## src/rtl/eth_mii_rx_framer_if.sv

```systemverilog
// MII receive pins plus the framed byte stream and end-of-frame status.
// The framer drives through the master modport; its consumer uses slave.
interface eth_mii_rx_framer_if #(
  parameter int LEN_W = 11
);
  logic [3:0]       eth_mii_rxd;
  logic             eth_mii_rx_dv;
  logic [7:0]       rx_byte;
  logic             rx_byte_valid;
  logic             rx_sof;
  logic             rx_eof;
  logic             rx_frame_good;
  logic             rx_err_crc;
  logic             rx_err_len;
  logic             rx_err_align;
  logic [LEN_W-1:0] rx_frame_len;

  modport master (
    input  eth_mii_rxd, eth_mii_rx_dv,
    output rx_byte, rx_byte_valid, rx_sof, rx_eof, rx_frame_good,
           rx_err_crc, rx_err_len, rx_err_align, rx_frame_len
  );

  modport slave (
    output eth_mii_rxd, eth_mii_rx_dv,
    input  rx_byte, rx_byte_valid, rx_sof, rx_eof, rx_frame_good,
           rx_err_crc, rx_err_len, rx_err_align, rx_frame_len
  );
endinterface

```

## src/rtl/eth_mii_rx_framer.sv

```systemverilog
// MII receive framer: strips preamble/SFD, packs nibbles into bytes (low first),
// and reports length, CRC-32 and alignment status with the last byte.
//
// state    | meaning
// DROP     | ignore traffic until rx_dv falls (reset exit, bad preamble)
// IDLE     | line quiet, waiting for the first 0x5 nibble
// PREAMBLE | counting 0x5 nibbles, waiting for the 0xD SFD
// DATA     | packing nibbles into bytes until rx_dv falls
module eth_mii_rx_framer #(
  parameter int MIN_FRAME_BYTES = 64,
  parameter int MAX_FRAME_BYTES = 1518,
  parameter int LEN_W           = 11
) (
  input  logic                eth_mac_clock,
  input  logic                eth_mac_rstn,
  eth_mii_rx_framer_if.master bus
);

  localparam logic [31:0]      CRC_POLY    = 32'hEDB88320;
  localparam logic [31:0]      CRC_RESIDUE = 32'hDEBB20E3;
  localparam logic [LEN_W-1:0] LEN_MIN     = LEN_W'(MIN_FRAME_BYTES);
  localparam logic [LEN_W-1:0] LEN_MAX     = LEN_W'(MAX_FRAME_BYTES);
  localparam logic [LEN_W-1:0] LEN_SAT     = {LEN_W{1'b1}};

  typedef enum logic [1:0] {ST_DROP, ST_IDLE, ST_PREAMBLE, ST_DATA} state_t;

  function automatic logic [31:0] crc_byte(input logic [31:0] c_in, input logic [7:0] d);
    logic [31:0] c;
    c = c_in;
    for (int i = 0; i < 8; i++)
      c = (c[0] ^ d[i]) ? ((c >> 1) ^ CRC_POLY) : (c >> 1);
    return c;
  endfunction

  state_t           state, state_nxt;
  logic             half_q, half_nxt;
  logic [3:0]       low_q, low_nxt;
  logic [7:0]       hold_q, hold_nxt;
  logic             full_q, full_nxt;
  logic             sof_pend_q, sof_pend_nxt;
  logic             eof_pend_q, eof_pend_nxt;
  logic [31:0]      crc_q, crc_nxt;
  logic [LEN_W-1:0] len_q, len_nxt;

  logic [7:0]       byte_q, byte_nxt;
  logic             valid_q, valid_nxt;
  logic             sof_q, sof_nxt;
  logic             eof_q, eof_nxt;
  logic             good_q, good_nxt;
  logic             ecrc_q, ecrc_nxt;
  logic             elen_q, elen_nxt;
  logic             ealign_q, ealign_nxt;
  logic [LEN_W-1:0] flen_q, flen_nxt;

  logic [7:0]       new_byte;
  logic             crc_bad, len_bad;
  logic             fin, fin_align;

  assign new_byte = {bus.eth_mii_rxd, low_q};
  assign crc_bad  = (crc_q != CRC_RESIDUE);
  assign len_bad  = (len_q < LEN_MIN) || (len_q > LEN_MAX);

  always_ff @(posedge eth_mac_clock or negedge eth_mac_rstn) begin
    if (!eth_mac_rstn) begin
      state      <= ST_DROP;
      half_q     <= 1'b0;
      low_q      <= 4'h0;
      hold_q     <= 8'h00;
      full_q     <= 1'b0;
      sof_pend_q <= 1'b0;
      eof_pend_q <= 1'b0;
      crc_q      <= 32'hFFFFFFFF;
      len_q      <= '0;
      byte_q     <= 8'h00;
      valid_q    <= 1'b0;
      sof_q      <= 1'b0;
      eof_q      <= 1'b0;
      good_q     <= 1'b0;
      ecrc_q     <= 1'b0;
      elen_q     <= 1'b0;
      ealign_q   <= 1'b0;
      flen_q     <= '0;
    end else begin
      state      <= state_nxt;
      half_q     <= half_nxt;
      low_q      <= low_nxt;
      hold_q     <= hold_nxt;
      full_q     <= full_nxt;
      sof_pend_q <= sof_pend_nxt;
      eof_pend_q <= eof_pend_nxt;
      crc_q      <= crc_nxt;
      len_q      <= len_nxt;
      byte_q     <= byte_nxt;
      valid_q    <= valid_nxt;
      sof_q      <= sof_nxt;
      eof_q      <= eof_nxt;
      good_q     <= good_nxt;
      ecrc_q     <= ecrc_nxt;
      elen_q     <= elen_nxt;
      ealign_q   <= ealign_nxt;
      flen_q     <= flen_nxt;
    end
  end

  always_comb begin
    state_nxt    = state;
    half_nxt     = half_q;
    low_nxt      = low_q;
    hold_nxt     = hold_q;
    full_nxt     = full_q;
    sof_pend_nxt = sof_pend_q;
    eof_pend_nxt = 1'b0;
    crc_nxt      = crc_q;
    len_nxt      = len_q;
    byte_nxt     = byte_q;
    valid_nxt    = 1'b0;
    sof_nxt      = 1'b0;
    eof_nxt      = 1'b0;
    good_nxt     = 1'b0;
    ecrc_nxt     = 1'b0;
    elen_nxt     = 1'b0;
    ealign_nxt   = 1'b0;
    flen_nxt     = '0;
    fin          = 1'b0;
    fin_align    = 1'b0;

    // Even-aligned frame end: the last byte completed one edge before rx_dv
    // fell, so its eof strobe is held back a cycle to keep byte spacing at two.
    if (eof_pend_q) begin
      fin      = 1'b1;
      full_nxt = 1'b0;
    end

    case (state)
      ST_DROP: begin
        if (!bus.eth_mii_rx_dv) state_nxt = ST_IDLE;
      end
      ST_IDLE: begin
        if (bus.eth_mii_rx_dv)
          state_nxt = (bus.eth_mii_rxd == 4'h5) ? ST_PREAMBLE : ST_DROP;
      end
      ST_PREAMBLE: begin
        if (!bus.eth_mii_rx_dv) begin
          state_nxt = ST_IDLE;
        end else if (bus.eth_mii_rxd == 4'hD) begin
          state_nxt    = ST_DATA;
          half_nxt     = 1'b0;
          full_nxt     = 1'b0;
          sof_pend_nxt = 1'b1;
          crc_nxt      = 32'hFFFFFFFF;
          len_nxt      = '0;
        end else if (bus.eth_mii_rxd != 4'h5) begin
          state_nxt = ST_DROP;
        end
      end
      ST_DATA: begin
        if (bus.eth_mii_rx_dv) begin
          if (!half_q) begin
            low_nxt  = bus.eth_mii_rxd;
            half_nxt = 1'b1;
          end else begin
            half_nxt = 1'b0;
            if (full_q) begin
              valid_nxt    = 1'b1;
              byte_nxt     = hold_q;
              sof_nxt      = sof_pend_q;
              sof_pend_nxt = 1'b0;
            end
            hold_nxt = new_byte;
            full_nxt = 1'b1;
            crc_nxt  = crc_byte(crc_q, new_byte);
            if (len_q != LEN_SAT) len_nxt = len_q + LEN_W'(1);
          end
        end else begin
          state_nxt = ST_IDLE;
          half_nxt  = 1'b0;
          if (full_q) begin
            if (half_q) begin
              fin       = 1'b1;
              fin_align = 1'b1;
              full_nxt  = 1'b0;
            end else begin
              eof_pend_nxt = 1'b1;
            end
          end
        end
      end
      default: state_nxt = ST_DROP;
    endcase

    if (fin) begin
      valid_nxt    = 1'b1;
      byte_nxt     = hold_q;
      sof_nxt      = sof_pend_q;
      sof_pend_nxt = 1'b0;
      eof_nxt      = 1'b1;
      ecrc_nxt     = crc_bad;
      elen_nxt     = len_bad;
      ealign_nxt   = fin_align;
      good_nxt     = ~(crc_bad | len_bad | fin_align);
      flen_nxt     = len_q;
    end
  end

  assign bus.rx_byte       = byte_q;
  assign bus.rx_byte_valid = valid_q;
  assign bus.rx_sof        = sof_q;
  assign bus.rx_eof        = eof_q;
  assign bus.rx_frame_good = good_q;
  assign bus.rx_err_crc    = ecrc_q;
  assign bus.rx_err_len    = elen_q;
  assign bus.rx_err_align  = ealign_q;
  assign bus.rx_frame_len  = flen_q;

endmodule
```

## src/flat_wrapper.sv

```systemverilog
// flat-port wrapper written by rule: the top's interface ports become plain ports
module eth_mii_rx_framer_flat 
#(
  parameter int MIN_FRAME_BYTES = 64,
  parameter int MAX_FRAME_BYTES = 1518,
  parameter int LEN_W           = 11
)
  (eth_mac_clock, eth_mac_rstn, bus_eth_mii_rxd, bus_eth_mii_rx_dv, bus_rx_byte, bus_rx_byte_valid, bus_rx_sof, bus_rx_eof, bus_rx_frame_good, bus_rx_err_crc, bus_rx_err_len, bus_rx_err_align, bus_rx_frame_len);
  eth_mii_rx_framer_if #(.LEN_W(LEN_W)) bus_i ();
  input  logic eth_mac_clock;
  input  logic eth_mac_rstn;
  input wire logic [$bits(bus_i.eth_mii_rxd)-1:0] bus_eth_mii_rxd;
  input wire logic [$bits(bus_i.eth_mii_rx_dv)-1:0] bus_eth_mii_rx_dv;
  output wire logic [$bits(bus_i.rx_byte)-1:0] bus_rx_byte;
  output wire logic [$bits(bus_i.rx_byte_valid)-1:0] bus_rx_byte_valid;
  output wire logic [$bits(bus_i.rx_sof)-1:0] bus_rx_sof;
  output wire logic [$bits(bus_i.rx_eof)-1:0] bus_rx_eof;
  output wire logic [$bits(bus_i.rx_frame_good)-1:0] bus_rx_frame_good;
  output wire logic [$bits(bus_i.rx_err_crc)-1:0] bus_rx_err_crc;
  output wire logic [$bits(bus_i.rx_err_len)-1:0] bus_rx_err_len;
  output wire logic [$bits(bus_i.rx_err_align)-1:0] bus_rx_err_align;
  output wire logic [$bits(bus_i.rx_frame_len)-1:0] bus_rx_frame_len;
  assign bus_i.eth_mii_rxd = bus_eth_mii_rxd;
  assign bus_i.eth_mii_rx_dv = bus_eth_mii_rx_dv;
  assign bus_rx_byte = bus_i.rx_byte;
  assign bus_rx_byte_valid = bus_i.rx_byte_valid;
  assign bus_rx_sof = bus_i.rx_sof;
  assign bus_rx_eof = bus_i.rx_eof;
  assign bus_rx_frame_good = bus_i.rx_frame_good;
  assign bus_rx_err_crc = bus_i.rx_err_crc;
  assign bus_rx_err_len = bus_i.rx_err_len;
  assign bus_rx_err_align = bus_i.rx_err_align;
  assign bus_rx_frame_len = bus_i.rx_frame_len;
  eth_mii_rx_framer #(.MIN_FRAME_BYTES(MIN_FRAME_BYTES), .MAX_FRAME_BYTES(MAX_FRAME_BYTES), .LEN_W(LEN_W)) u_core (.eth_mac_clock(eth_mac_clock), .eth_mac_rstn(eth_mac_rstn), .bus(bus_i));
endmodule
```

## config.mk

```make
export PLATFORM = sky130hd
export DESIGN_NAME = eth_mii_rx_framer_flat
export DESIGN_NICKNAME = d
export VERILOG_FILES = /design/src/rtl/eth_mii_rx_framer_if.sv /design/src/rtl/eth_mii_rx_framer.sv /design/src/flat_wrapper.sv
export SDC_FILE = /design/constraint.sdc
export NUM_CORES = 1
export LEC_CHECK = 0
export ABC_AREA = 1
export BUFFER_PORTS_ARGS = -buffer_cell sky130_fd_sc_hd__buf_2
export CAP_MARGIN = 20
export CORE_MARGIN = 1.5
export CORE_UTILIZATION = 50
export CTS_BUF_LIST = sky130_fd_sc_hd__clkbuf_8
export DETAILED_ROUTE_END_ITERATION = 16
export PLACE_DENSITY = 0.7
export SETUP_SLACK_MARGIN = 0.4
export SLEW_MARGIN = 20
export SYNTH_ARGS = -nofsm -noshare
export SYNTH_HDL_FRONTEND = slang
export SYNTH_SLANG_ARGS = --single-unit
```

## constraint.sdc

```tcl
create_clock -name eth_mac_clock -period 2.15 [get_ports eth_mac_clock]
set_clock_uncertainty 0.2 [all_clocks]
set_input_delay 0.215 -clock eth_mac_clock [delete_from_list [all_inputs] [get_ports eth_mac_clock]]
set_output_delay 0.215 -clock eth_mac_clock [all_outputs]
set_load 0.01 [all_outputs]
```

==> Flow_metrics.wiki <==
{| class="wikitable"
! Metric !! Value
|-
| Critical path peak fanout || 8
|-
| Maximum clock path buffer count || 2
|-
| Place WS || -5.82 ps
|-
| Remaining global-route overflow || 0
|-
| Sequential fraction of the synthesis area || 45.7%
|-
| Max-Slew Margin vs Limit || 72.6%
|-
| Placer's final routability congestion estimate || 0.950
|-
| Number of I/O port buffers || 32
|-
| Maximum Capacitance Violations || 0
|-
| Xor/xnor share of the synthesized area || 7.55%
|-
| Synthesized net count || 622
|-
| Antenna violation net count after detailed routing || 0
|-
| Critical Path Max Stage Delay || 430 ps
|-
| Fraction of final layout cells with drive strength greater than 1 || 41.8%
|-
| Cell at the root of the clock tree || clkbuf_8
|-
| Synth Register Bits || 87
|-
| Primary FF master, synth || dfrtp_1
|-
| Count of mapped cells out of synthesis || 609
|-
| Area share of fa/ha/maj cells after synthesis || 1.55%
|-
| Outcome || finished, final reports clean
|-
| Final Hold Viols || 0
|-
| Crit-path most repeated cell || nand2_2
|-
| Synth Area in Simple Gates || 27.0%
|-
| Type of the most critical hold path || primary input to flop
|-
| Pwr dens || 1180 nW/um2
|-
| Number of placed I/O pins || 33
|-
| Count of warnings emitted by yosys || 0
|-
| Antenna violations before repair || 0
|-
| Average via count per standard cell || 5.67
|-
| Vias in the first global route || 4,531
|-
| CTS tree || yes
|-
| All-Layer GR Usage || 28.0%
|-
| Leakage || 3.23 nW
|-
| Fin worst setup slack || 170 ps
|-
| Detailed router's first-iteration violation count || 323
|-
| Number of rows in the core area || 35
|-
| Post-synthesis to final-layout area growth || 38.6%
|-
| Maximum clock frequency || 0.505 GHz
|-
| Clock transition at the register clock pins on the worst setup and hold paths after CTS || 100 ps
|-
| Post-synthesis cell type count || 39
|-
| Overall die area || 10,300 um2
|-
| Share of the cycle needed by the critical path after routing || 92.1%
|-
| DP Cell Count || 778
|-
| Placed wire-length estimate || 8.71 mm
|-
| Slew at the pin closest to its max-slew limit || 410 ps
|-
| DRT Pass-1 Iters || 7
|-
| Mean instance size in the synthesized netlist || 7.97 um2
|-
| Slowest-stage cell, CP || dfrtp_1
|-
| Crit Path Class || flop to flop
|-
| Final wirelength || 15.4 mm
|-
| Number of flops mapped to enable cells by yosys || 0
|-
| Max Slew Vio Count || 0
|-
| Core Footprint || 9330 um2
|-
| Die Y-Extent || 102 um
|-
| Worst VDD drop || 0.592 mV
|-
| Total Negative Setup Slacks || 0 ps
|-
| Post-detailed-placement cell area || 5290 um2
|-
| Cell area after synthesis || 4850 um2
|-
| Final Critical Period || 1980 ps
|-
| Fin Hold WS || 10.8 ps
|-
| Synth Area in Compound Gates || 8.30%
|-
| Die W || 102 um
|-
| Endpoint required time on the critical path || 2220 ps
|-
| Final setup vio count || 0
|-
| Count of H-tree levels built during CTS || 3
|-
| Fraction of synthesis flops using an asynchronous set or reset pin || 100%
|-
| Starting density of the core || 52.0%
|-
| Setup crit start kind || flop
|-
| Post-layout net count || 724
|-
| Post-layout instance count excluding filler cells || 845
|-
| DRC violation count after routing || 0
|-
| Signal arrival time at the worst endpoint || 2050 ps
|-
| Number of buffers added by the clock tree synthesis step || 9
|-
| Pin count of the biggest net entering global routing || 33
|-
| RSZ-0062 raised after global routing || true
|-
| Dominant combinational cell family by area after synthesis || simple AND/OR/NAND/NOR gates
|-
| Skew-Pair Late Insertion Delay || 380 ps
|-
| Mux cell area share after synthesis || 2.29%
|-
| Post-route design area || 6730 um2
|-
| CP endpoint kind || flop
|-
| Wirelength per Cell || 18.3 um
|-
| Antenna diode instance count || 0
|-
| Via count || 4,789
|-
| Wire length of the first global-routing pass || 21.9 mm
|-
| Critical Path, Cell by Cell || inv_2, ha_4, inv_6, nor2_2, nand2_2, nand2_2, nand2_4, clkinv_8, buf_6, a2bb2oi_1
|-
| CTS sink cnt || 87
|}
## area by class of cell
class	count	area, um2
clock inverters	6	70.1
well taps	129	161
flip-flops and latches	87	2220
clock buffers	10	138
multi-input cells	438	2930
repair inverters	2	21.3
inverters	73	312
fillers	645	2600
repair buffers	100	882
## timing repair
item | CTS | global route
hold buffers | 5 | 0
endpoints found under the setup margin | 64 | 63
pin swaps | 25 | 49
resized for setup | 85 | 111
cloned | 3 | 2
setup buffers | 26 | 15
hold endpoints to repair | 64 | 0
## metrics by stage
step	total power [W]	util, %
6_report	0.00793	72.1
5_1_grt	0.00835	72.1
4_1_cts	0.00699	65.9
3_5_place_dp	0.00509	56.7
3_3_place_gp	0.00502	56.7
2_1_floorplan	0.00434	-
## worst max-delay path: cells and delay by family, from the launching register on
family          cells  cell delay (ps)
compound gates      1              310
fa+ha+maj           1              170
buf+inv             4              380
flops               1              430
simple gates        4              400
## placed cells by master, fill, tap and decap left out, types with 3 or more instances in the layout
| cell | count |
|---|---|
| xor2_2 | 5 |
| buf_4 | 40 |
| a2bb2oi_2 | 3 |
| clkinvlp_4 | 3 |
| xnor2_2 | 3 |
| o21ai_0 | 23 |
| buf_6 | 13 |
| inv_2 | 12 |
| or2_1 | 6 |
| xor2_1 | 28 |
| a22oi_1 | 3 |
| nand3_1 | 30 |
| nor2_4 | 4 |
| inv_6 | 3 |
| dfstp_2 | 32 |
| nand3_2 | 12 |
| a21oi_1 | 3 |
| o21a_1 | 4 |
| buf_12 | 8 |
| clkbuf_8 | 10 |
| o22ai_2 | 3 |
| o21ai_1 | 17 |
| nor4_4 | 3 |
| nor2_2 | 6 |
| nand2_2 | 48 |
| dlygate4sd3_1 | 5 |
| nor3_1 | 7 |
| buf_2 | 31 |
| nand2_1 | 133 |
| dfrtp_1 | 55 |
| inv_1 | 56 |
| nor2_1 | 26 |
| or2_2 | 3 |
| nand4_1 | 6 |
| ha_1 | 4 |
| nand2_4 | 20 |
| mux2_2 | 9 |
## registers in the layout, indices dropped and copies added, names as in the netlist, 2 cells and up
signal / flops
u_core.low_q: 4
u_core.state: 2
u_core.len_q: 11
u_core.bus.rx_frame_len: 11
u_core.hold_q: 8
u_core.bus.rx_byte: 8
u_core.crc_q: 32
## path summary, 6_finish.rpt
path                                          from                to  slack, ps  cells after the start
worst max-delay path               u_core.state[0]   u_core.crc_q[9]        170                     10
worst min-delay path            bus_eth_mii_rxd[2]  u_core.hold_q[6]         10                      3
worst max register to register     u_core.state[0]   u_core.crc_q[9]        170                     10
worst min register to register    u_core.hold_q[1]  u_core.hold_q[1]        300                      2
max in group asynchronous             eth_mac_rstn   u_core.crc_q[4]       1040                      3
min in group asynchronous             eth_mac_rstn  u_core.hold_q[4]        110                      2
## routing by layer
layer	part of all wire [%]	wire, um	GRT usage [%]
met5	0	0	0
met4	7.4	1140	18.3
met3	7.3	1120	5.45
met2	47	7300	44.7
met1	38	5880	34.7
## Yosys cell counts, types with 9 or more instances
cell type	instances	share of area, %
dfstp_2	32	17
mux2_2	9	2.1
dfrtp_1	55	28
nand2_1	193	15
inv_1	69	5.3
nor2_1	35	2.7
xor2_1	34	6.1
o21ai_0	37	3.8
nor3_1	9	0.93
nand3_1	44	4.5
## kinds of logic (layout without fill, tap and decap cells)
logic type | count (synthesis) | after routing
fa+ha+maj | 6 | 6
flops | 87 | 87
xor+xnor | 41 | 41
compound gates | 70 | 70
simple gates | 310 | 311
buf+inv | 85 | 191
mux | 10 | 10
## power by group
part	internal [W]	switching, W
clock	0.000580	0.000656
sequential	0.00199	0.000282
combinational	0.00168	0.00274
total	0.00425	0.00368
(Power assumes the default switching activity.)
